===== src/rtl/pipe_checker_hist.sv =====
// Stimulus history: taps[0] is the live input, taps[k] is d from k samples ago.
// fill counts consumed samples (saturating at MAX_LAT) so stale taps can be masked.
module pipe_checker_hist #(
    parameter int WIDTH   = 8,
    parameter int MAX_LAT = 4,
    parameter int FILL_W  = 3
) (
    input  logic                          clk,
    input  logic                          rst,
    input  logic                          en,
    input  logic [WIDTH-1:0]              d,
    output logic [MAX_LAT:0][WIDTH-1:0]   taps,
    output logic [FILL_W-1:0]             fill
);

    logic [FILL_W-1:0] fill_d, fill_q;

    always_comb begin
        fill_d = fill_q;
        if (en && (fill_q != FILL_W'(MAX_LAT))) fill_d = fill_q + FILL_W'(1);
    end

    always_ff @(posedge clk) begin
        if (rst) fill_q <= '0;
        else     fill_q <= fill_d;
    end

    assign fill = fill_q;

    generate
        if (MAX_LAT > 0) begin : g_sr
            // sr_q[i] holds d from i+1 samples ago
            logic [MAX_LAT-1:0][WIDTH-1:0] sr_d, sr_q;

            always_comb begin
                sr_d = sr_q;
                if (en) begin
                    sr_d[0] = d;
                    for (int i = 1; i < MAX_LAT; i++) sr_d[i] = sr_q[i-1];
                end
            end

            always_ff @(posedge clk) begin
                if (rst) sr_q <= '0;
                else     sr_q <= sr_d;
            end

            assign taps = {sr_q, d};
        end else begin : g_pass
            assign taps = d;
        end
    endgenerate

endmodule


===== config.mk =====
export PLATFORM = sky130hd
export DESIGN_NAME = pipe_checker_hist
export DESIGN_NICKNAME = d
export VERILOG_FILES = /design/src/rtl/pipe_checker_hist.sv
export SDC_FILE = /design/constraint.sdc
export NUM_CORES = 1
export LEC_CHECK = 0
export CORE_ASPECT_RATIO = 2
export CORE_MARGIN = 5
export CORE_UTILIZATION = 25
export CTS_CLUSTER_SIZE = 30
export DETAILED_ROUTE_END_ITERATION = 16
export PLACE_DENSITY = 0.63
export SLEW_MARGIN = 20
export SYNTH_ARGS = -nofsm -noshare
export SYNTH_HDL_FRONTEND = slang
export SYNTH_SLANG_ARGS = --single-unit

===== constraint.sdc =====
create_clock -name clk -period 1.08 [get_ports clk]
set_input_delay 0.27 -clock clk [delete_from_list [all_inputs] [get_ports clk]]
set_output_delay 0.27 -clock clk [all_outputs]
set_load 0.1 [all_outputs]

# Yosys cells after proc, flatten, opt, wreduce, memory -nomap -nowiden
# Index checks and enable logic that the tools add are counted.
# op_classes
n_addsub	1
reduce_logical	1
eq_ne	1
# ops
op	count
$add 3x1->3 const B	1
$ne 3x3->1 const B	1
$logic_and 1x1->1	1
# word_totals
input_bits	11
register_bits	35
word_cells	8

# Logic depth before layout (Yosys ltp)
# logic_depth
depth_word	2
ltp_mapped	4
mapped_depth_nobuf	4

# Least setup slack after synthesis
# OpenSTA, ideal clock, no wires.
# synth_timing
kind	register to register
from	register fill_q[0], in the netlist fill[0]
to	register fill_q[0], in the netlist fill[0]
path_slack_ps	-863
stages_incl_launch_ff	5
arrival_time_ps	1822
path_buffers	0
cell_sequence	dfxtp_1 > inv_1 > ha_1 > a21boi_4 > mux2_4
# synth_between
elab_chain_cells	2
elab_cells_between_ends	3
classes_between	add/sub (1); eq/ne (1); reduce/logical (1)
# synth_lines
element	line	text
from (decl)	16	logic [FILL_W-1:0] fill_d, fill_q;
from (signal assigned)	25	else fill_q <= fill_d;
parallel branches: the longest is 2 deep, another holds $add 3x1->3	-	
# Several ways; the timed one is not identified.
# A chain may end at the register's enable or synchronous reset.

# Worst setup path in the final report
# layout_timing
from	register fill_q[0], in the netlist fill[0]
to	output fill[0]
# layout_rtl
element	line	text
to (decl)	13	output logic [FILL_W-1:0] fill
# No word-level cell between the ends.

==> results.yml <==
clocking:
  max-clock-path-buffers: 2
  clk_latency_ns: 0.28
  cts_htree_levels: 2
  cts_buffers: 5
  clkTransAtPathRegs_ns: 0.07
  root_buffer: "clkbuf_8"
  cts.sinks: 35
  tritoncts: "built"
setup_path:
  arrival_ns: 0.90
  required_ns: 0.81
  cp-end-kind: "primary output"
  r2r_slack_ns: -0.03
  cp_max_fo: 3
  path_class: "reg2out"
  cp-start-kind: "flop"
die:
  dieArea_um2: 7210
  die_w_um: 62.6
  die_y_um: 115
  start_util_pct: 25.5
  ios: 54
  core_area_um2: 5420
  fp-row-count: 38
status:
  status: "complete, but fails checks"
  violations: "negative setup slack"
timing:
  period_share_pct: 108
  period_minus_slack_ns: 1.17
  slew_headroom_pct: 81.1
  holdWs_ns: 0.348
  finalHoldViolCount: 0
  setup_viol: 11
  fmax_mhz: 854
  slew_violations: 0
  finClkSkew_ns: 0.00310
  rsz0062_at_grt: "yes"
  worst_slack_ns: -0.0912
  tightestPinTransition_ns: 0.283
final_layout:
  fin_area_um2: 2770
  drive_above_1_share_pct: 60.5
  multi_input_area_um2: 569
  layout.nets: 222
  regArea_um2: 782
  layout.cells.non_filler: 270
  diodes: 0
  n_fill_cell: 493
  fin_util_pct: 51.1
  syn2layout_area_growth_pct: 100
global_route:
  grtUsageMet1_pct: 10.4
  top_usage_layer: "met2"
  grt_pass1_wl_um: 6200
  grt_pass1_vias: 1281
  met3_usage_pct: 3.03
  grt_max_degree: 33
  grt_usage_pct: 10.9
  met2_usage_pct: 20.5
  antenna_found_initial: 0
  grt_overflow: 0
pwr:
  p_per_area_nw_per_um2: 1170
  p_leak_nw: 1.27
  vdd_drop_max_v: 0.00106
synthesis:
  synth_cell_types: 16
  synth_nets: 142
  ys_ff_latch: 35
  syn_area_um2: 1380
  ys_seq_area_share_pct: 50.7
  syn_avg_cell_area_um2: 10.7
  ys_warn_count: 0
  netlist_instances: 129
place:
  dpl.hpwl_um: 2490
  gp_congestion: 0.751
  pre_cts_slack_ns: -0.264
  port_buffers: 53
  placed_cells: 237
  placed_area_um2: 2460
detailed_routing:
  wirelength_um: 3590
  drt_iter0_markers: 14
  first_pass_iters: 2
  drc: 0
  vias_per_cell: 4.37
  drtAntennaViolNets: 0
  drt-wirelength-per-cell_um: 13.3
  vias: 1180
run:
  maxCapViolations: 0
worst_hold_path:
  min_path_type: "in2reg"
-- cell usage after synthesis --
cell type	instances	area share, %
nor3_1	1	0.36
and4b_1	1	0.72
ha_1	2	1.8
buf_1	2	0.54
a21boi_4	1	1.4
mux2i_1	33	24
dfxtp_1	35	51
inv_1	2	0.54
nor2b_1	1	0.45
buf_4	8	4.3
mux2_4	1	1.1
nand2b_1	2	0.90
buf_2	2	0.72
nor2_1	33	9.0
buf_6	4	3.3
a21oi_1	1	0.36
-- what timing repair did --
action                                 in CTS  in global routing
hold buffers                                0                  0
resized for setup                          20                  6
setup buffers                              24                  1
endpoints found under the hold margin       0                  0
setup endpoints to repair                  45                 38
-- sequential cells by signal, indices dropped and copies added (netlist names) --
register / count
fill: 3
taps: 32
-- critical path, stage by stage, from the launching register on --
cell and delay, ns:
dfxtp_4 0.35, buf_6 0.12, buf_12 0.15
-- cells in the final DEF, fill, tap and decap left out, types with 2 or more instances in the layout --
| cell type | count |
|---|---|
| buf_12 | 45 |
| mux2i_1 | 33 |
| nor2_1 | 33 |
| buf_4 | 31 |
| dfxtp_2 | 20 |
| dfxtp_4 | 15 |
| dlygate4sd2_1 | 8 |
| clkbuf_8 | 5 |
| buf_6 | 3 |
| inv_2 | 2 |
| nand2b_1 | 2 |
| clkbuf_1 | 2 |
-- cell families after synthesis --
logic type                 Yosys count  synth area share (%)
AOI/OAI and AO/OA                    2                  1.72
adders and majority gates            2                  1.81
buffers and inverters               18                  9.41
DFF                                 35                  50.7
muxes                               34                  25.0
and+or+nand+nor                     38                  11.4
-- worst paths after layout --
path	to	depth (start not counted)	startpoint
max	fill[0]	2	fill[0]$_SDFFE_PP0P_
min reg2reg	taps[36]$_SDFFE_PP0P_	2	taps[36]$_SDFFE_PP0P_
max reg2reg	fill[0]$_SDFFE_PP0P_	4	fill[1]$_SDFFE_PP0P_
min	fill[2]$_SDFFE_PP0P_	2	rst
-- power by group --
group / internal, mW / total, mW / leakage, nW / switching (mW)
Clock: 0.452 / 0.881 / 0.0422 / 0.429
Combinational: 0.403 / 1.00 / 0.921 / 0.598
Sequential: 1.32 / 1.36 / 0.305 / 0.0448
-- routing by layer --
| metal | vias to the layer above | part of all wire (%) | wire (um) |
|---|---|---|---|
| met1 | 558 | 32 | 1160 |
| met3 | 12 | 4.0 | 142 |
| met2 | 32 | 60 | 2160 |
| met4 | 0 | 3.4 | 121 |
| met5 | - | 0 | 0 |
| li1 | 578 | - | - |
-- per-stage QoR --
stage | total power, mW | setup TNS, ns
detailed placement | 2.37 | -9.28
floorplan | 2.02 | -0.428
global placement | 2.36 | -8.44
finish | 3.24 | -0.240
global route | 3.41 | -1.50
CTS | 3.30 | -0.709
-- area by class of cell --
class                           instances  share of cell area (%)
Clock buffer                            7                    2.76
Clock inverter                          1                   0.181
Inverter                                2                   0.271
Multi-Input combinational cell         76                    20.6
Sequential cell                        35                    28.2
Tap cell                               60                    2.71
Timing Repair Buffer                   89                    45.3
No activity file was read; power rests on OpenSTA's default activity.
